[config.mk]
export PLATFORM = sky130hd
export DESIGN_NAME = bpred_gshare
export DESIGN_NICKNAME = d
export VERILOG_FILES = /design/src/rtl/bpred_pkg.sv /design/src/rtl/pht_array.sv /design/src/rtl/bpred_gshare.sv
export SDC_FILE = /design/constraint.sdc
export NUM_CORES = 1
export LEC_CHECK = 0
export ABC_AREA = 1
export BUFFER_PORTS_ARGS = -buffer_cell sky130_fd_sc_hd__buf_2
export CORE_MARGIN = 2
export CORE_UTILIZATION = 29
export DETAILED_ROUTE_END_ITERATION = 7
export GPL_TIMING_DRIVEN = 0
export PLACE_DENSITY = 0.44
export RECOVER_POWER = 50
export SLEW_MARGIN = 20
export SYNTH_ARGS = -nofsm -noshare
export SYNTH_HDL_FRONTEND = slang
export SYNTH_SLANG_ARGS = --single-unit
[constraint.sdc]
create_clock -name CLK -period 6 [get_ports CLK]
set_clock_uncertainty 0.15 [all_clocks]
set_input_delay 0.6 -clock CLK [delete_from_list [all_inputs] [get_ports CLK]]
set_output_delay 0.6 -clock CLK [all_outputs]
set_load 0.01 [all_outputs]
[src/rtl/bpred_pkg.sv]
// Shared encodings, lookup metadata record and counter reset value for the gshare predictor.
package bpred_pkg;

    // Widest index/history the metadata record must carry (ENTRIES <= 1024).
    localparam int IDX_MAX = 10;

    typedef enum logic [1:0] {
        CORR_NONE = 2'b00,
        CORR_CNI  = 2'b10,
        CORR_PBT  = 2'b11
    } corr_e;

    typedef struct packed {
        logic               valid;
        logic               hit;
        logic               pred;
        logic [IDX_MAX-1:0] pht_idx;
        logic [IDX_MAX-1:0] ghr;
    } meta_t;

    function automatic logic [3:0] ctr_init(input int w);
        return 4'((1 << (w - 1)) - 1);
    endfunction

endpackage

[src/rtl/pht_array.sv]
// Pattern history table: saturating counters with combinational read and
// registered update, so a same-cycle read of the written index sees the old count.
module pht_array
    import bpred_pkg::*;
#(
    parameter int ENTRIES = 64,
    parameter int CTR_W   = 2
) (
    input  logic                         CLK,
    input  logic                         nrst,
    input  logic [$clog2(ENTRIES)-1:0]   rd_idx,
    output logic [CTR_W-1:0]             rd_ctr,
    input  logic                         wr_en,
    input  logic [$clog2(ENTRIES)-1:0]   wr_idx,
    input  logic                         wr_taken
);

    localparam logic [CTR_W-1:0] CTR_INIT = CTR_W'(ctr_init(CTR_W));
    localparam logic [CTR_W-1:0] CTR_MAX  = '1;

    logic [CTR_W-1:0] ctr_q [ENTRIES];
    logic [CTR_W-1:0] ctr_d [ENTRIES];

    function automatic logic [CTR_W-1:0] sat_step(input logic [CTR_W-1:0] c, input logic up);
        if (up) begin
            return (c == CTR_MAX) ? c : c + 1'b1;
        end
        return (c == '0) ? c : c - 1'b1;
    endfunction

    assign rd_ctr = ctr_q[rd_idx];

    always_comb begin
        ctr_d = ctr_q;
        if (wr_en) begin
            ctr_d[wr_idx] = sat_step(ctr_q[wr_idx], wr_taken);
        end
    end

    always_ff @(posedge CLK) begin
        if (!nrst) begin
            for (int i = 0; i < ENTRIES; i++) begin
                ctr_q[i] <= CTR_INIT;
            end
        end else begin
            ctr_q <= ctr_d;
        end
    end

endmodule

[src/rtl/bpred_gshare.sv]
// Gshare branch predictor: direct-mapped BTB plus PC^GHR indexed PHT, with lookup
// metadata carried IF->ID->EXE for allocation, training and GHR recovery.
module bpred_gshare
    import bpred_pkg::*;
#(
    parameter int PC_W    = 10,
    parameter int ENTRIES = 64,
    parameter int HIST_W  = 6,
    parameter int CTR_W   = 2
) (
    input  logic            CLK,
    input  logic            nrst,
    input  logic [PC_W-1:0] if_PC,
    input  logic [PC_W-1:0] id_PC,
    input  logic [PC_W-1:0] id_branchtarget,
    input  logic            id_is_jump,
    input  logic            id_is_btype,
    input  logic [PC_W-1:0] exe_PC,
    input  logic            exe_is_btype,
    input  logic            exe_taken,
    input  logic [PC_W-1:0] exe_target,
    output logic            if_prediction,
    output logic [PC_W-1:0] if_PBT,
    output logic            id_jump_in_bht,
    output logic [1:0]      exe_correction,
    output logic            flush,
    output logic [PC_W-1:0] exe_PBT,
    output logic [PC_W-1:0] exe_CNI
);

    localparam int IW    = $clog2(ENTRIES);
    localparam int TAG_W = PC_W - IW;

    logic              btb_valid_q [ENTRIES];
    logic              btb_valid_d [ENTRIES];
    logic [TAG_W-1:0]  btb_tag_q   [ENTRIES];
    logic [TAG_W-1:0]  btb_tag_d   [ENTRIES];
    logic [PC_W-1:0]   btb_tgt_q   [ENTRIES];
    logic [PC_W-1:0]   btb_tgt_d   [ENTRIES];
    logic              btb_jmp_q   [ENTRIES];
    logic              btb_jmp_d   [ENTRIES];

    logic [HIST_W-1:0] ghr_q, ghr_d;
    meta_t             id_meta_q, id_meta_d, exe_meta_q, exe_meta_d, if_meta;

    logic [IW-1:0]     if_idx, id_idx, if_pht_idx, ghr_ext;
    logic [TAG_W-1:0]  if_tag, id_tag;
    logic [CTR_W-1:0]  if_ctr;
    logic              if_hit, if_cond, if_pred, alloc, exe_upd;
    corr_e             exe_corr;
    logic              unused_meta;

    // IF lookup
    assign if_idx     = if_PC[IW-1:0];
    assign if_tag     = if_PC[PC_W-1:IW];
    assign if_hit     = btb_valid_q[if_idx] && (btb_tag_q[if_idx] == if_tag);
    assign if_cond    = if_hit && !btb_jmp_q[if_idx];
    assign if_pht_idx = if_idx ^ ghr_ext;
    assign if_pred    = if_hit && (btb_jmp_q[if_idx] || if_ctr[CTR_W-1]);

    assign if_prediction = if_pred;
    assign if_PBT        = if_hit ? btb_tgt_q[if_idx] : '0;

    always_comb begin
        ghr_ext = '0;
        ghr_ext[HIST_W-1:0] = ghr_q;
    end

    always_comb begin
        if_meta = '0;
        if_meta.valid = 1'b1;
        if_meta.hit   = if_hit;
        if_meta.pred  = if_pred;
        if_meta.pht_idx[IW-1:0] = if_pht_idx;
        if_meta.ghr[HIST_W-1:0] = ghr_q;
    end

    pht_array #(
        .ENTRIES (ENTRIES),
        .CTR_W   (CTR_W)
    ) u_pht (
        .CLK      (CLK),
        .nrst     (nrst),
        .rd_idx   (if_pht_idx),
        .rd_ctr   (if_ctr),
        .wr_en    (exe_upd),
        .wr_idx   (exe_meta_q.pht_idx[IW-1:0]),
        .wr_taken (exe_taken)
    );

    // ID stage: allocate on miss, report jumps already redirected at fetch
    assign id_idx         = id_PC[IW-1:0];
    assign id_tag         = id_PC[PC_W-1:IW];
    assign id_jump_in_bht = id_is_jump && id_meta_q.hit && id_meta_q.pred;
    assign alloc          = (id_is_jump || id_is_btype) && !id_meta_q.hit && !flush;

    // EXE stage: resolve against the prediction made at fetch
    assign exe_upd = exe_is_btype && exe_meta_q.valid;

    always_comb begin
        exe_corr = CORR_NONE;
        if (exe_upd && (exe_meta_q.pred != exe_taken)) begin
            exe_corr = exe_meta_q.pred ? CORR_CNI : CORR_PBT;
        end
    end

    assign exe_correction = exe_corr;
    assign flush          = (exe_corr != CORR_NONE);
    assign exe_CNI        = exe_PC + PC_W'(1);
    assign exe_PBT        = (exe_corr == CORR_PBT) ? exe_target : '0;

    // Only the low index/history bits of the EXE record are consumed.
    assign unused_meta = ^exe_meta_q;

    always_comb begin
        ghr_d      = ghr_q;
        id_meta_d  = if_meta;
        exe_meta_d = id_meta_q;
        if (flush) begin
            ghr_d      = (exe_meta_q.ghr[HIST_W-1:0] << 1) | HIST_W'(exe_taken);
            id_meta_d  = '0;
            exe_meta_d = '0;
        end else if (if_cond) begin
            ghr_d = (ghr_q << 1) | HIST_W'(if_pred);
        end
    end

    always_comb begin
        btb_valid_d = btb_valid_q;
        btb_tag_d   = btb_tag_q;
        btb_tgt_d   = btb_tgt_q;
        btb_jmp_d   = btb_jmp_q;
        if (alloc) begin
            btb_valid_d[id_idx] = 1'b1;
            btb_tag_d[id_idx]   = id_tag;
            btb_tgt_d[id_idx]   = id_branchtarget;
            btb_jmp_d[id_idx]   = id_is_jump;
        end
    end

    always_ff @(posedge CLK) begin
        if (!nrst) begin
            ghr_q      <= '0;
            id_meta_q  <= '0;
            exe_meta_q <= '0;
            for (int i = 0; i < ENTRIES; i++) begin
                btb_valid_q[i] <= 1'b0;
            end
        end else begin
            ghr_q       <= ghr_d;
            id_meta_q   <= id_meta_d;
            exe_meta_q  <= exe_meta_d;
            btb_valid_q <= btb_valid_d;
        end
    end

    // Entry payload is qualified by the valid bit, so it needs no reset.
    always_ff @(posedge CLK) begin
        btb_tag_q <= btb_tag_d;
        btb_tgt_q <= btb_tgt_d;
        btb_jmp_q <= btb_jmp_d;
    end

endmodule

# After elaboration in Yosys (flattened, before gate mapping)
# Cells that the tools add are included.
# word_totals
ff_bits	1185
latch_bits	0
ram_bits	0
mem_bits_ro	0
input_bits	56
out_inout_bits	35
elab_cells	416
mem_count	0
# classes
add_sub_neg	3
mul	0
div_mod_pow	0
n_lt_le_gt_ge	6
eq_ne	4
n_shift	0
n_mux	44
n_bitwise	9
reduce_logical	20
# op_table
cell	count
$bwmux W640	1
$bwmux W256	1
$bwmux W128	1
$bwmux W64	1
$or A64 B64 Y64	1
$bmux W10 S6	1
$demux W10 S6	1
$mux W10	5
$ge A7 B7 Y1 const B	4
$not A6 Y7	4
$bmux W2 S6	2
$bmux W4 S6	1
$demux W4 S6	1
$mux W23	1
$mux W2	11
$lt A7 B1 Y1 const B	2
$bmux W1 S6	2
$demux W2 S6	1
$mux W4	3
$mux W6	2
$or A6 B1 Y6	2
$logic_and A1 B1 Y1	11
$add A10 B1 Y10 const B	1
$mux W1	8
other kinds (13)	18

# Logic depth before layout (Yosys ltp)
# Gate-level depths: netlist of run 1.
# depth
word_depth	10
depth_mapped	19
ltp_nobuf	18

# Cells and area by module
# A second synthesis of run 1 with hierarchy kept.
# hier_totals
cells_unflattened	4703
area_unflattened_um2	49633.9
# modules_own_cells
mod	n_inst	cells_per_inst	area_per_inst_um2	seq_area_each_um2
bpred_gshare	1	3400	42007.8	30769.5
pht_array	1	1303	7626.1	2562.5

# Worst setup path after synthesis of run 1
# OpenSTA, ideal clock, no wires.
# synth_path
path_kind	input to register
start	in exe_is_btype
end	reg btb_jmp_q[42] (netlist name), enable pin
setup_time_ns	0.408
t_arrival_ns	2.607
t_required_ns	5.442
path_slack_ns	2.835
stages	7
n_path_buf	0
cell_sequence	nand2_1 -> inv_1 -> nand2_1 -> nor2_1 -> nor3_1 -> inv_1 -> nor3_1
# synth_between
elab_chain_cells	6
# synth_lines
element	line	text
from (decl)	bpred_gshare.sv:19	input logic exe_is_btype,
$logic_and A1 B1 Y1	bpred_gshare.sv:98	assign exe_upd = exe_is_btype && exe_meta_q.valid;
$logic_and A1 B1 Y1	bpred_gshare.sv:102	if (exe_upd && (exe_meta_q.pred != exe_taken)) begin
$mux W2	bpred_gshare.sv:102	
$reduce_bool A2 Y1	bpred_gshare.sv:108	assign flush = (exe_corr != CORR_NONE);
$logic_not A1 Y1	bpred_gshare.sv:95	assign alloc = (id_is_jump || id_is_btype) && !id_meta_q.hit && !flush;
$logic_and A1 B1 Y1	bpred_gshare.sv:95	
to (signal assigned)	bpred_gshare.sv:161	btb_jmp_q <= btb_jmp_d;
to (decl)	bpred_gshare.sv:40	logic btb_jmp_q [ENTRIES];
# No other way between the ends.
# A chain may end at the register's enable or synchronous reset.

# Final worst setup path of run 1
# layout_path
start	in if_PC[4]
end	out if_PBT[4]
# layout_between
elab_chain_cells	7
word_cells_on_any_way	13
classes_between	eq/ne (1); mux (10); bitwise (1); reduce/logical (1)
# layout_lines
element	line	text
from (decl)	bpred_gshare.sv:13	input logic [PC_W-1:0] if_PC,
$not A6 Y7 (implied by the code) *	bpred_gshare.sv:56, bpred_gshare.sv:62	
$bmux W4 S6	bpred_gshare.sv:56	assign if_hit = btb_valid_q[if_idx] && (btb_tag_q[if_idx] == if_tag);
$mux W4 (implied by the code) (2 in series)	bpred_gshare.sv:56	
$eq A4 B4 Y1	bpred_gshare.sv:56	
$logic_and A1 B1 Y1	bpred_gshare.sv:56	
$mux W10 *	bpred_gshare.sv:62	assign if_PBT = if_hit ? btb_tgt_q[if_idx] : '0;
to (decl)	bpred_gshare.sv:23	output logic [PC_W-1:0] if_PBT,
# Mark *: on every way between the ends. The rest lies on a longest branch, timed or not. The select of a mux whose other input is x is not followed.

==> reports/summary.txt, run 1 <==
outcome: finished with violations
violated checks: max-capacitance violations, max-slew violations
Min Hold Slack: 228 ps
cts hold-fix bufs: 0
Clk Latency, worst-skew pair: 780 ps
HPWL Detailed: 130000 um
Distinct cells, synth: 39
CORE AREA: 165000 um^2
Max Slew Vio Count: 906
Mapped Nets: 4426
RSZ-0062 raised after global routing: no
CP Class: in -> out
post-layout min period: 6000 ps
worst min path class: in -> reg
most common cell in the netlist: edfxtp_1
worst-margin pin slew: 3590 ps
post-synth top area cell: edfxtp_1
die area: 170000 um^2
Main synth FF type: edfxtp_1
Post-DRT Antenna Nets: 0
initial antenna violation count: 4
Synth area leaders: edfxtp_1, dfxtp_1, nand2_1
Die Wd: 412 um
drt wl/cell: 27.4 um
Synth Area per Inst: 11.1 um^2
CTS Buf Count: 140
# setup viols final: 0
row count: 149
synth cell count leaders: edfxtp_1, nand2_1, nor2_1, nand3_1, o21ai_0
synthesized area: 48300 um^2
Placer Congestion: 0.933
Synth Warn #: 0
final worst-path setup slack: 1.94 ps
CTS max path bufs: 3
Place WS: 178 ps
Syn Inst Count: 4369
Synth Register Bits: 1185
Total GRT Usage: 22.2%
DR vias: 36500
Post-CTS Setup Inserts: 0
CP Capture Type: primary output
Pleak: 0.0194 uW
Pwr Total: 18400 uW
number of gates resized after CTS: 0
drt pass-1 iters: 6
fmax: 167 MHz
initial DRC count: 4127
Max Cap Viol: 15
vias per cell: 5.24
dpl cell area: 53800 um^2
Reg clk slew, reported paths: 50 ps
total gr overflow: 0
Yosys top cell area share: 59.6%
Max VDD drop: 299 uV
detailed-route DRC error count: 0
Crit path arrival time: 5250 ps
Async SR Flop Fraction: 0%
startpoint types: input pin
first-pass GRT wire length: 266000 um
Initial Utilization: 29.3%
crit share post-route: 100%
Crit path required time: 5250 ps
share of cells above drive strength 1: 10.5%
CTS Root Cell: clkbuf_16
Non-Filler Cell Area, Final: 57700 um^2
sequential area share after synthesis: 68.9%
CTS tree: yes
Final Hold Fails: 0
H-tree levels: 4
# port buffers: 87
CP Max Fanout: 10
Die Span Y: 412 um
Area Overhead vs Synth: 19.4%
Worst slew margin: -139%
Num Clock Sinks: 1185
largest net degree at the start of global routing: 67
PD cells: 318 nW/um^2
drt total wl: 191000 um
Post-synth EDFFs: 960
# IOs: 91
vias in the first global route: 34700
final net count: 4729
[flip-flops by register name, summed over array words and instances (netlist names)]
signal and count:
btb_jmp_q 64, btb_tag_q 256, btb_tgt_q 640, btb_valid_q 64, exe_meta_q 13, ghr_ext 6, id_meta_q 14, u_pht.ctr_q 128
[worst max-delay path, stage by stage]
cell,delay [ps]
clkbuf_1,660
clkbuf_1,940
nand3_1,270
nand3_1,170
nand2_1,70
nand2_1,60
nand2_1,60
nor2_1,490
nand3_1,490
clkbuf_1,580
nor2_1,560
buf_2,230
[routing by layer]
| layer | part of all wire (%) | vias up | global-route usage (%) |
|---|---|---|---|
| li1 | - | 16300 | - |
| met1 | 44 | 18200 | 31.4 |
| met2 | 44 | 1659 | 33.7 |
| met3 | 8.1 | 341 | 4.51 |
| met4 | 3.5 | 0 | 7.32 |
| met5 | 0 | - | 0 |
[logic make-up (layout without fill, tap and decap cells)]
logic type	Yosys count	after routing	synth area share, %
buf+inv	458	863	4.16
other cells	0	1	0
flops	1185	1185	68.9
xor+xnor	14	14	0.269
fa+ha+maj	1	1	0.0259
compound gates	921	921	11.7
simple gates	1790	1790	14.9
[report_power, final]
group / internal [uW] / switching, uW / total, uW
sequential: 8950 / 14.9 / 8960
combinational: 307 / 1040 / 1350
clock: 4560 / 3490 / 8050
[final timing paths]
check / slack [ps] / startpoint / cells after the start / end
setup / recovery: 2 / if_PC[4] / 12 / if_PBT[4]
hold / removal: 230 / exe_taken / 5 / ghr_ext[0]
setup reg to reg: 1660 / exe_meta_q[22] / 9 / btb_tag_q[122]
hold reg to reg: 250 / id_meta_q[22] / 2 / exe_meta_q[22]
[stage by stage]
stage | setup TNS (ps) | std cells | util, %
3_3_place_gp | -763680 | 6645 | 31.2
5_1_grt | 0 | 6963 | 35.0
6_report | 0 | 6964 | 35.0
4_1_cts | 0 | 6963 | 35.1
3_5_place_dp | 0 | 6719 | 32.6
2_1_floorplan | 0 | 4369 | -
[layout make-up]
class	instances	area, um^2
Fill cell	16600	107000
Sequential cell	1185	33300
Multi-Input combinational cell	2726	13400
Clock buffer	188	3780
Tap cell	2189	2740
Timing Repair Buffer	161	2020
Buffer	275	1330
Inverter	183	687
Clock inverter	56	444
Antenna cell	1	2.50
[cell usage in the layout, fill, tap and decap left out, types with 88 or more instances in the layout]
cell       instances
o21ai_0          307
nand3_1          309
nand2_1          890
a21oi_1          297
o221ai_1          88
edfxtp_1         960
nor2_1           475
buf_2            159
dfxtp_1          225
clkbuf_1         207
inv_1            173
clkbuf_16        144
(Power assumes the default switching activity.)
==> run 2: changes to the inputs <==
--- a/config.mk
+++ b/config.mk
@@ -16,4 +16,5 @@
 export SLEW_MARGIN = 20
 export SYNTH_ARGS = -nofsm -noshare
 export SYNTH_HDL_FRONTEND = slang
+export SYNTH_HIERARCHICAL = 1
 export SYNTH_SLANG_ARGS = --single-unit
==> run 2 against run 1 <==
  * The run still ends with max-capacitance violations, max-slew violations left
  * Worst hold slack got worse by 16 ps
  * Worst setup slack improved by 300 ps
  * Global-route usage rose by 0.85 points
  * Largest cell class unchanged
  * Highest routed layer is now met5
==> reports/summary.txt, run 2 <==
vias in the first global route: 35400
Die Span Y: 416 um
first-pass GRT wire length: 281000 um
Min Hold Slack: 212 ps
Synth Area per Inst: 10.7 um^2
RSZ-0062 raised after global routing: no
worst min path class: in -> reg
ANT cells: 0
detailed-route DRC error count: 0
largest net degree at the start of global routing: 67
Syn Inst Count: 4599
dpl cells: 6979
CP Max Fanout: 10
max FFs per register: 640
Final Hold Fails: 0
CORE AREA: 169000 um^2
die area: 173000 um^2
Pleak: 0.0204 uW
Initial Utilization: 29.1%
most common cell after layout, fill and taps aside: nand2_1
initial antenna violation count: 9
startpoint types: input pin
FF-to-FF Start: exe_meta_q[20]
worst setup path start: if_PC[2]
Worst path max stage delay: 650 ps
PD cells: 318 nW/um^2
CTS Buf Count: 137
share of cells above drive strength 1: 10.7%
CP Capture Type: primary output
Pwr Total: 18500 uW
CTS tree: yes
vias per cell: 5.25
Max Slew Vio Count: 876
row count: 151
drt wl/cell: 28.2 um
reg2reg path depth: 8
WP depth: 18
# setup viols final: 0
biggest regs: btb_tgt_q: 640 flops, btb_tag_q: 256 flops, u_pht/ctr_q: 128 flops
# fillers: 17000
CP Class: in -> out
worst-margin pin slew: 3690 ps
commonest cells after routing, fill and taps aside: nand2_1, edfxtp_1, nor2_1
CTS Root Cell: clkbuf_16
Crit path arrival time: 4940 ps
# IOs: 91
Worst path slowest cell: buf_1
violated checks: max-capacitance violations, max-slew violations
initial DRC count: 4359
Max Cap Viol: 18
Reg clk slew, reported paths: 50 ps
number of gates resized after CTS: 0
# port buffers: 86
Crit path required time: 5250 ps
Setup crit end: if_prediction
Die Wd: 416 um
crit share post-route: 94.9%
Total GRT Usage: 23.0%
post-layout min period: 5690 ps
drt pass-1 iters: 6
largest reg by FF count: btb_tgt_q
CP dominant cell by count: nand2_1
fmax: 176 MHz
DR vias: 37900
fin cells: 7222
H-tree levels: 4
register area: 33300 um^2
area of the multi-input gates: 13900 um^2
CTS max path bufs: 3
dpl cell area: 54400 um^2
final net count: 4958
Worst slew margin: -146%
Clk Latency, worst-skew pair: 800 ps
Area Overhead vs Synth: 18.8%
Max VDD drop: 243 uV
Post-DRT Antenna Nets: 0
reg2reg end: btb_tgt_q[243]
Placer Congestion: 0.931
R2R setup slack: 1660 ps
outcome: finished with violations
synthesized area: 49100 um^2
drt total wl: 203000 um
kind of cell adding the most delay to the critical path: buffers and inverters
Num Clock Sinks: 1185
crit path buf inv count: 8
Non-Filler Cell Area, Final: 58300 um^2
Core Util, Final: 34.5%
HPWL Detailed: 140000 um
Post-CTS Setup Inserts: 0
Mapped Nets: 4656
CP cell instances: clkbuf_1 -> buf_2 -> clkbuf_2 -> buf_1 -> nand2_1 -> nand2_1 -> clkbuf_1 -> inv_1 -> clkbuf_1 -> nand2_1 -> nand2_1 -> a21oi_1 -> o21ai_0 -> o211ai_1 -> nand2_1 -> nor2_1 -> nor2_1 -> buf_2
Synth Warn #: 6
total gr overflow: 0
==> run 2: repair_timing <==
action	in CTS	in global routing
endpoints found under the hold margin	8	0
setup endpoints to repair	0	0
hold buffers	1	0
==> run 2: tightest hold or removal path, cell delays in order <==
cell	delay, ps
buf_2	150
inv_2	240
a21oi_1	70
nand2_1	50
==> run 2: metal layers <==
metal | track usage, % | vias to the layer above | part of all wire (%)
met4 | 9.68 | 4 | 4.6
met1 | 30.9 | 19000 | 42
met5 | 0 | - | 0.011
li1 | - | 16800 | -
met2 | 36.6 | 1673 | 46
met3 | 3.99 | 385 | 7.3
==> run 2: through the flow <==
step | TNS (ps) | setup slack, ps
4_1_cts | 0 | 363
5_1_grt | 0 | 190
2_1_floorplan | 0 | 2460
6_report | 0 | 307
3_3_place_gp | -11820 | -764
3_5_place_dp | 0 | 372
==> run 2: worst min path at each step <==
stage	slack, ps	startpoint	end	depth (start not counted)
detailed placement	250	id_meta_q[10]	exe_meta_q[10]	2
finish	210	nrst	u_pht/ctr_q[70]	4
CTS	1	id_branchtarget[5]	btb_tgt_q[345]	1
global route	220	nrst	u_pht/ctr_q[70]	4
floorplan	240	id_meta_q[0]	exe_meta_q[0]	2
global placement	240	id_meta_q[2]	exe_meta_q[2]	2
==> run 2: cell type report <==
| class | count | share of cell area [%] |
|---|---|---|
| clock inverters | 73 | 1.13 |
| well taps | 2218 | 4.76 |
| clock buffers | 169 | 6.15 |
| multi-input cells | 2928 | 23.9 |
| inverters | 179 | 1.16 |
| repair buffers | 163 | 3.15 |
| flip-flops and latches | 1185 | 57.1 |
| plain buffers | 307 | 2.62 |
==> run 2: report_power, final <==
group | total [uW] | internal [uW] | switching, uW
Sequential | 8960 | 8950 | 15.8
Clock | 8110 | 4580 | 3530
Combinational | 1470 | 334 | 1130
Total | 18500 | 13900 | 4680
